===== src/rtl/clock_pkg.sv =====
// Shared definitions for the clock-enable generator.
//   turbo_t        : CPU speed select encodings (3.5 / 7 / 14 / 28 MHz)
//   PH_*           : counter phases at which each fixed-rate strobe fires
//   CNT_LAST       : terminal value of the 4-bit 56 MHz phase counter
//   ce_cpu_hit()   : CPU enable decode for a given speed and counter value
package clock_pkg;

    typedef enum logic [1:0] {
        TURBO_3M5 = 2'b00,
        TURBO_7M  = 2'b01,
        TURBO_14M = 2'b10,
        TURBO_28M = 2'b11
    } turbo_t;

    localparam logic [3:0] PH_PE7M  = 4'd3;
    localparam logic [3:0] PH_NE7M  = 4'd7;
    localparam logic [3:0] PH_PE3M5 = 4'd7;
    localparam logic [3:0] PH_NE3M5 = 4'd15;
    localparam logic [3:0] CNT_LAST = 4'd15;

    // Every mode fires on the last phase of its sub-period, so all modes
    // share the pulse at CNT_LAST and none fires at count 0.
    function automatic logic ce_cpu_hit(input turbo_t mode, input logic [3:0] cnt);
        case (mode)
            TURBO_3M5: return cnt == PH_NE3M5;
            TURBO_7M:  return cnt[2:0] == PH_NE7M[2:0];
            TURBO_14M: return cnt[1:0] == PH_PE7M[1:0];
            default:   return cnt[0];
        endcase
    endfunction

endpackage


===== src/rtl/clock_enable_if.sv =====
// Bundle of strobes and the stretched system reset leaving clock_enable.
//   pe7M / ne7M   : 7 MHz positive / negative phase strobes
//   pe3M5 / ne3M5 : 3.5 MHz positive / negative phase strobes
//   ceCpu         : CPU clock enable at the selected turbo rate
//   rst_n         : registered active-low system reset
// master = clock_enable (driver), slave = downstream consumers.
interface clock_enable_if;

    logic pe7M;
    logic ne7M;
    logic pe3M5;
    logic ne3M5;
    logic ceCpu;
    logic rst_n;

    modport master (
        output pe7M, ne7M, pe3M5, ne3M5, ceCpu, rst_n
    );

    modport slave (
        input pe7M, ne7M, pe3M5, ne3M5, ceCpu, rst_n
    );

endinterface


===== src/rtl/sync2.sv =====
// Generic two-flop synchroniser with an active-low synchronous clear.
//   i_clk   : destination clock
//   i_clr_n : synchronous clear, active low (both stages cleared to 0)
//   i_d     : asynchronous input
//   o_q     : synchronised output, two i_clk edges after i_d changes
module sync2 #(
    parameter int unsigned WIDTH = 1
) (
    input  logic             i_clk,
    input  logic             i_clr_n,
    input  logic [WIDTH-1:0] i_d,
    output logic [WIDTH-1:0] o_q
);

    logic [WIDTH-1:0] r_meta;
    logic [WIDTH-1:0] r_sync;

    always_ff @(posedge i_clk) begin
        if (!i_clr_n) begin
            r_meta <= '0;
            r_sync <= '0;
        end else begin
            r_meta <= i_d;
            r_sync <= r_meta;
        end
    end

    assign o_q = r_sync;

endmodule


===== src/rtl/clock_enable.sv =====
// Clock-enable and system-reset generator fed by the DCM 56 MHz output.
// A single 4-bit phase counter runs while the synchronised LOCKED flag is
// high; every strobe is a registered decode of that counter. The system
// reset is stretched after lock and after soft-reset requests.
//   clock  : 56 MHz system clock
//   reset  : synchronous active-low reset
//   locked : DCM LOCKED, asynchronous to clock
//   rq     : soft-reset request (level)
//   turbo  : CPU speed select, latched once per 16-cycle period
//   ce     : strobe/reset bundle (clock_enable_if.master)
module clock_enable
    import clock_pkg::*;
#(
    parameter int unsigned RESET_CYCLES = 1024
) (
    input  logic           clock,
    input  logic           reset,
    input  logic           locked,
    input  logic           rq,
    input  logic [1:0]     turbo,
    clock_enable_if.master ce
);

    localparam logic [15:0] STRETCH_RELOAD = 16'(RESET_CYCLES - 1);

    logic       w_lk;
    logic [3:0] w_cnt_next;
    logic       w_reload;

    logic [3:0]  r_cnt;
    turbo_t      r_turbo_l;
    logic        r_pe7M;
    logic        r_ne7M;
    logic        r_pe3M5;
    logic        r_ne3M5;
    logic        r_ceCpu;
    logic [15:0] r_stretch;
    logic        r_expired;
    logic        r_rst_n;

    sync2 #(
        .WIDTH (1)
    ) u_lock_sync (
        .i_clk   (clock),
        .i_clr_n (reset),
        .i_d     (locked),
        .o_q     (w_lk)
    );

    always_comb begin
        w_cnt_next = w_lk ? r_cnt + 4'd1 : '0;
        w_reload   = !w_lk || rq;
    end

    // Strobes decode the next count so each one is high in exactly the
    // cycle r_cnt holds its phase. When r_cnt is CNT_LAST the next count
    // is 0, which no CPU mode decodes, so latching turbo on that same edge
    // never loses or duplicates a pulse across the period boundary.
    always_ff @(posedge clock) begin
        if (!reset) begin
            r_cnt     <= '0;
            r_turbo_l <= TURBO_3M5;
            r_pe7M    <= 1'b0;
            r_ne7M    <= 1'b0;
            r_pe3M5   <= 1'b0;
            r_ne3M5   <= 1'b0;
            r_ceCpu   <= 1'b0;
        end else begin
            r_cnt <= w_cnt_next;
            if (r_cnt == CNT_LAST) begin
                r_turbo_l <= turbo_t'(turbo);
            end
            r_pe7M  <= w_lk && (w_cnt_next[2:0] == PH_PE7M[2:0]);
            r_ne7M  <= w_lk && (w_cnt_next[2:0] == PH_NE7M[2:0]);
            r_pe3M5 <= w_lk && (w_cnt_next == PH_PE3M5);
            r_ne3M5 <= w_lk && (w_cnt_next == PH_NE3M5);
            r_ceCpu <= w_lk && ce_cpu_hit(r_turbo_l, w_cnt_next);
        end
    end

    // rst_n releases one cycle after the counter has sat at 0 for a cycle
    // (r_expired), giving RESET_CYCLES+1 cycles from the last reload.
    always_ff @(posedge clock) begin
        if (!reset || w_reload) begin
            r_stretch <= STRETCH_RELOAD;
            r_expired <= 1'b0;
            r_rst_n   <= 1'b0;
        end else begin
            if (r_stretch != '0) begin
                r_stretch <= r_stretch - 16'd1;
            end
            r_expired <= (r_stretch == '0);
            r_rst_n   <= r_expired;
        end
    end

    assign ce.pe7M  = r_pe7M;
    assign ce.ne7M  = r_ne7M;
    assign ce.pe3M5 = r_pe3M5;
    assign ce.ne3M5 = r_ne3M5;
    assign ce.ceCpu = r_ceCpu;
    assign ce.rst_n = r_rst_n;

endmodule

===== src/flat_wrapper.sv =====
// flat-port wrapper written by rule: the top's interface ports become plain ports
module clock_enable_flat import clock_pkg::*;
#(
    parameter int unsigned RESET_CYCLES = 1024
)
  (clock, reset, locked, rq, turbo, ce_pe7M, ce_ne7M, ce_pe3M5, ce_ne3M5, ce_ceCpu, ce_rst_n);
  clock_enable_if ce_i ();
  input  logic clock;
  input  logic reset;
  input  logic locked;
  input  logic rq;
  input  logic [1:0] turbo;
  output wire logic [$bits(ce_i.pe7M)-1:0] ce_pe7M;
  output wire logic [$bits(ce_i.ne7M)-1:0] ce_ne7M;
  output wire logic [$bits(ce_i.pe3M5)-1:0] ce_pe3M5;
  output wire logic [$bits(ce_i.ne3M5)-1:0] ce_ne3M5;
  output wire logic [$bits(ce_i.ceCpu)-1:0] ce_ceCpu;
  output wire logic [$bits(ce_i.rst_n)-1:0] ce_rst_n;
  assign ce_pe7M = ce_i.pe7M;
  assign ce_ne7M = ce_i.ne7M;
  assign ce_pe3M5 = ce_i.pe3M5;
  assign ce_ne3M5 = ce_i.ne3M5;
  assign ce_ceCpu = ce_i.ceCpu;
  assign ce_rst_n = ce_i.rst_n;
  clock_enable #(.RESET_CYCLES(RESET_CYCLES)) u_core (.clock(clock), .reset(reset), .locked(locked), .rq(rq), .turbo(turbo), .ce(ce_i));
endmodule

===== config.mk =====
export PLATFORM = sky130hd
export DESIGN_NAME = clock_enable_flat
export DESIGN_NICKNAME = d
export VERILOG_FILES = /design/src/rtl/clock_pkg.sv /design/src/rtl/clock_enable_if.sv /design/src/rtl/sync2.sv /design/src/rtl/clock_enable.sv /design/src/flat_wrapper.sv
export SDC_FILE = /design/constraint.sdc
export NUM_CORES = 1
export LEC_CHECK = 0
export CORE_MARGIN = 10
export CORE_UTILIZATION = 65
export CTS_CLUSTER_DIAMETER = 40
export DETAILED_ROUTE_END_ITERATION = 6
export DONT_BUFFER_PORTS = 1
export PLACE_DENSITY_LB_ADDON = 0.3
export REMOVE_ABC_BUFFERS = 1
export SLEW_MARGIN = 20
export SYNTH_ARGS = -nofsm -noshare
export SYNTH_HDL_FRONTEND = slang
export SYNTH_HIERARCHICAL = 1
export SYNTH_SLANG_ARGS = --single-unit

===== constraint.sdc =====
create_clock -name clock -period 5 [get_ports clock]
set_input_delay 1 -clock clock [delete_from_list [all_inputs] [get_ports clock]]
set_output_delay 1 -clock clock [all_outputs]
set_load 0.03 [all_outputs]

After elaboration in Yosys (flattened, before gate mapping)
Cells that the tools add are included.

Register bits after elaboration: 31. Logic and storage cells: 37.

Muxes and demuxes: 3. Equal/unequal tests: 8. $add $sub $neg: 2. Reductions and logical operators: 12.

Operators by type and width (count): $logic_not A16 Y1 (1); $reduce_bool A16 Y1 (1); $sub A16 B1 Y16 const B (1); $eq A4 B4 Y1 const B (2); $logic_and A1 B1 Y1 (5); $add A4 B1 Y4 const B (1); $eq A2 B2 Y1 const B (2); $eq A4 B3 Y1 const B (1); $mux W4 (1); $eq A3 B2 Y1 const B (1); $eq A3 B3 Y1 const B (1); $pmux W1 S3 (1); $eq A2 B1 Y1 const B (1); $logic_not A1 Y1 (2); $logic_not A2 Y1 (1); $logic_or A1 B1 Y1 (2); $mux W1 (1).

Longest topological paths before layout
Depth after elaboration: 6. Depth in mapped cells: 7. Gate-level depth less buffers: 6.

Modules after synthesis
The synthesis kept the hierarchy.

By module, submodules not included: clock_enable (seq. area each 580.6 um2, area each 1270.0 um2, cells each 146, instances 1); sync2 (seq. area each 40.0 um2, area each 52.6 um2, cells each 4, instances 1).

Worst setup path before layout
No wires, ideal clock.

Path kind: input to register. Start point: in reset. End point: reg u_core.r_stretch[13]. Arrival: 2.072 ns. Buffers on the path: 1. Slack: 2.868 ns. Stages on the path: 5. Cell sequence: nand2_1 -> or2_2 -> clkbuf_1 -> or4_1 -> nand2_1.

Word-level cells in the longest chain between the ends: 2.

Ends and longest elaborated chain: from (decl) (RTL line flat_wrapper.sv:9) `input logic reset;`; $logic_not A1 Y1; $logic_or A1 B1 Y1 (RTL line clock_enable.sv:84) `if (!reset || w_reload) begin`; to (signal assigned) (RTL line clock_enable.sv:90) `r_stretch <= r_stretch - 16'd1;`; to (decl) (RTL line clock_enable.sv:37) `logic [15:0] r_stretch;`.

Every way passes these cells. A chain may end at the register's enable or synchronous reset.

Worst setup path in the final report
Start point: reg u_core.r_stretch[0]. End point: reg u_core.r_stretch[7].

Word-level cells in the longest chain between the ends: 1. Elaborated cells on any way between the ends: 2. Those cells by class: add/sub: 1; reduce/logical: 1.

Ends and longest elaborated chain (RTL line): $sub A16 B1 Y16 or $reduce_bool A16 Y1 (tied branches) (clock_enable.sv:90, clock_enable.sv:89).

Several ways; a longest one is shown, not always the timed one.

==> impl_metrics.json <==
{
  "hold_viol": 0,
  "post-route-period-util": 0.480,
  "yosysTopAreaCell": "dfxtp_1",
  "final_cells": 182,
  "maxClockFrequency_ghz": 0.416,
  "cp-start-kind": "flop",
  "maxCapViolCount": 0,
  "drt_drc_violations_left": 0,
  "track_usage": 0.131,
  "startpoint": "u_core/r_stretch[0]",
  "overflow": 0,
  "critical_path.top_delay_family": "simple AND/OR/NAND/NOR gates",
  "ios": 12,
  "vias_per_cell": 6.06,
  "synth_top_cells_by_count": "dfxtp_1, nor2_1, o21ai_0",
  "final_antenna_net_count": 0,
  "routed_wl_mm": 2.69,
  "die_h_um": 65.1,
  "port_buffers": 0,
  "firstDrtPassIters": 5,
  "grt_max_degree": 13,
  "drive_above_1_share": 0.103,
  "cts_tree": "done",
  "synth.most_common_cell": "dfxtp_1",
  "r2r_end": "u_core/r_stretch[7]",
  "post-cts-setup-buffers": 0,
  "yosys_most_used_dff": "dfxtp_1",
  "synth-seq-cells": 31,
  "grt_antenna_before_repair": 0,
  "start_util": 0.681,
  "placement_rows": 16,
  "avgSynthCellArea_um2": 8.82,
  "fin_skew_ns": 0.00842,
  "crit_chain": "inv_1 -> ha_1 -> nor4b_1 -> nand4_1 -> a311oi_1 -> nor2_1",
  "dpl.hpwl_mm": 1.89,
  "nNetsFinal": 163,
  "arrival_ns": 2.62,
  "critPathRequiredTime_ns": 5.22,
  "slew_viol_final": 0,
  "dp.cells": 174,
  "synth_area_leaders": "dfxtp_1, o21ai_0, nor2_1",
  "cp-endpoint": "u_core/r_stretch[7]",
  "syn_inst": 150,
  "clk_pin_slew_ns": 0.10,
  "cts_hold_buf": 0,
  "cpPeakStageDelay_ns": 0.62,
  "syn_to_final_growth_pct": 8.23,
  "syn_area_um2": 1320,
  "period_needed_ns": 2.40,
  "cts_max_level": 2,
  "cp_num_cells": 6,
  "worstHoldPathCells": 1,
  "status": "finished, final reports clean",
  "coreArea_um2": 1940,
  "power.density_nw_per_um2": 318,
  "setup-violations-final": 0,
  "synth_top_area_frac": 0.469,
  "grt_pass1_vias": 988,
  "reg2reg_slack_ns": 2.60,
  "clkLatencyLatePin_ns": 0.33,
  "ys_types": 38,
  "slew_headroom": 0.486,
  "cts_buffers": 5,
  "yosys_warnings": 6,
  "fin_util": 0.737,
  "static-leakage-power_nw": 0.569,
  "tns_ns": 0,
  "clock-sinks": 31,
  "place.gp.congestion": 0.944,
  "drt_iter0_drc": 61,
  "path_buf_inv": 1,
  "dieArea_um2": 4240,
  "async_flop_share": 0,
  "reg2reg_depth": 6,
  "reg2reg_from": "u_core/r_stretch[0]",
  "finalPower_uw": 456,
  "setup.worst_path.end_class": "flop",
  "num_vias": 1103,
  "ir_drop_mv": 0.226,
  "grt_pass1_wl_mm": 4.44,
  "wl_per_cell_um": 14.8,
  "fillers": 162,
  "clockBufferDepth": 2,
  "synth.yosys.seq_area_share": 0.469,
  "timing.final.ws_setup_ns": 2.60,
  "hp-class": "reg -> reg",
  "crit_slowest_cell": "nor4b_1",
  "rsz0062_at_grt": "no",
  "synth-edff-count": 0,
  "pre_cts_ws_ns": 2.68,
  "path_class": "reg -> reg",
  "multi_input_area_um2": 668,
  "final-seq-area_um2": 621,
  "clockRootBuffer": "clkbuf_4",
  "ctsResizeCount": 0,
  "die_w_um": 65.1,
  "worstPathMaxFanout": 11,
  "insertedDiodeCount": 0,
  "worst_pin_slew_ns": 0.761
}
## placed cells by master, fill, tap and decap left out, drive strengths merged, types with 2 or more instances in the layout
master and instances:
and4 2, mux2i 2, inv 6, xor2 2, nand4 3, nor4 4, dfxtp 31, nor2b 3
and3 5, nand2 10, nand3 6, nor2 15, a21oi 9, ha 3, clkbuf 6, or4 4
o21ai 12, nand4b 2, a31oi 3, nor3 3, or3 3, and2 5, or2 3, nor4b 2
## power breakdown
group          internal [mW]  leakage (nW)  switching (mW)  total, mW
Sequential             0.248         0.251        0.000944      0.249
Clock                  0.118        0.0482          0.0859      0.204
Combinational        0.00139         0.270         0.00163    0.00302
Total                  0.367         0.569          0.0885      0.456
## sequential cells by signal (all words and copies together) (netlist names)
| signal | count |
|---|---|
| u_core/r_stretch | 16 |
| u_core/ce.rst_n | 1 |
| u_core/ce.ceCpu | 1 |
| u_core/r_cnt | 4 |
| u_core/ce.ne3M5 | 1 |
| u_core/ce.pe3M5 | 1 |
| u_core/u_lock_sync/r_meta | 1 |
| u_core/u_lock_sync/o_q | 1 |
| u_core/r_turbo_l | 2 |
| u_core/ce.pe7M | 1 |
| u_core/ce.ne7M | 1 |
| u_core/r_expired | 1 |
## kinds of logic (layout without fill, tap and decap cells)
group                    count (synthesis)  in the layout  share of synthesized area
multiplexers                             2              2                     0.0151
buffers and inverters                    9             14                     0.0255
flip-flops                              31             31                      0.469
AND/OR/NAND/NOR                         72             72                      0.311
XOR/XNOR                                 3              3                     0.0199
AO/OA/AOI/OAI                           30             30                      0.131
adder cells (fa/ha/maj)                  3              3                     0.0284
## metal layers
layer	up-vias	GRT usage	routed length, um
li1	550	-	-
met1	507	0.155	1180
met2	40	0.204	1270
met3	6	0.0610	213
met4	0	0.0481	36
met5	-	0	0
## area by class of cell
cell class | count | area share
clock buffers | 6 | 0.0358
clock inverters | 2 | 0.0245
inverters | 6 | 0.0157
multi-input cells | 110 | 0.467
flip-flops and latches | 31 | 0.434
well taps | 27 | 0.0236
## stage by stage
stage	hold slack, ns	instance area [um2]
6_report	0.458	1430
5_1_grt	0.481	1430
4_1_cts	0.460	1430
3_5_place_dp	0.422	1350
3_3_place_gp	0.409	1350
2_1_floorplan	0.406	1310
## worst min path at each step
stage                               from                     end
2_1_floorplan           u_core/r_expired         u_core/ce.rst_n
3_3_place_gp            u_core/r_expired         u_core/ce.rst_n
3_5_place_dp            u_core/r_expired         u_core/ce.rst_n
4_1_cts        u_core/u_lock_sync/r_meta  u_core/u_lock_sync/o_q
5_1_grt        u_core/u_lock_sync/r_meta  u_core/u_lock_sync/o_q
6_report       u_core/u_lock_sync/r_meta  u_core/u_lock_sync/o_q
Note: power is estimated with default switching activity, not from simulation.
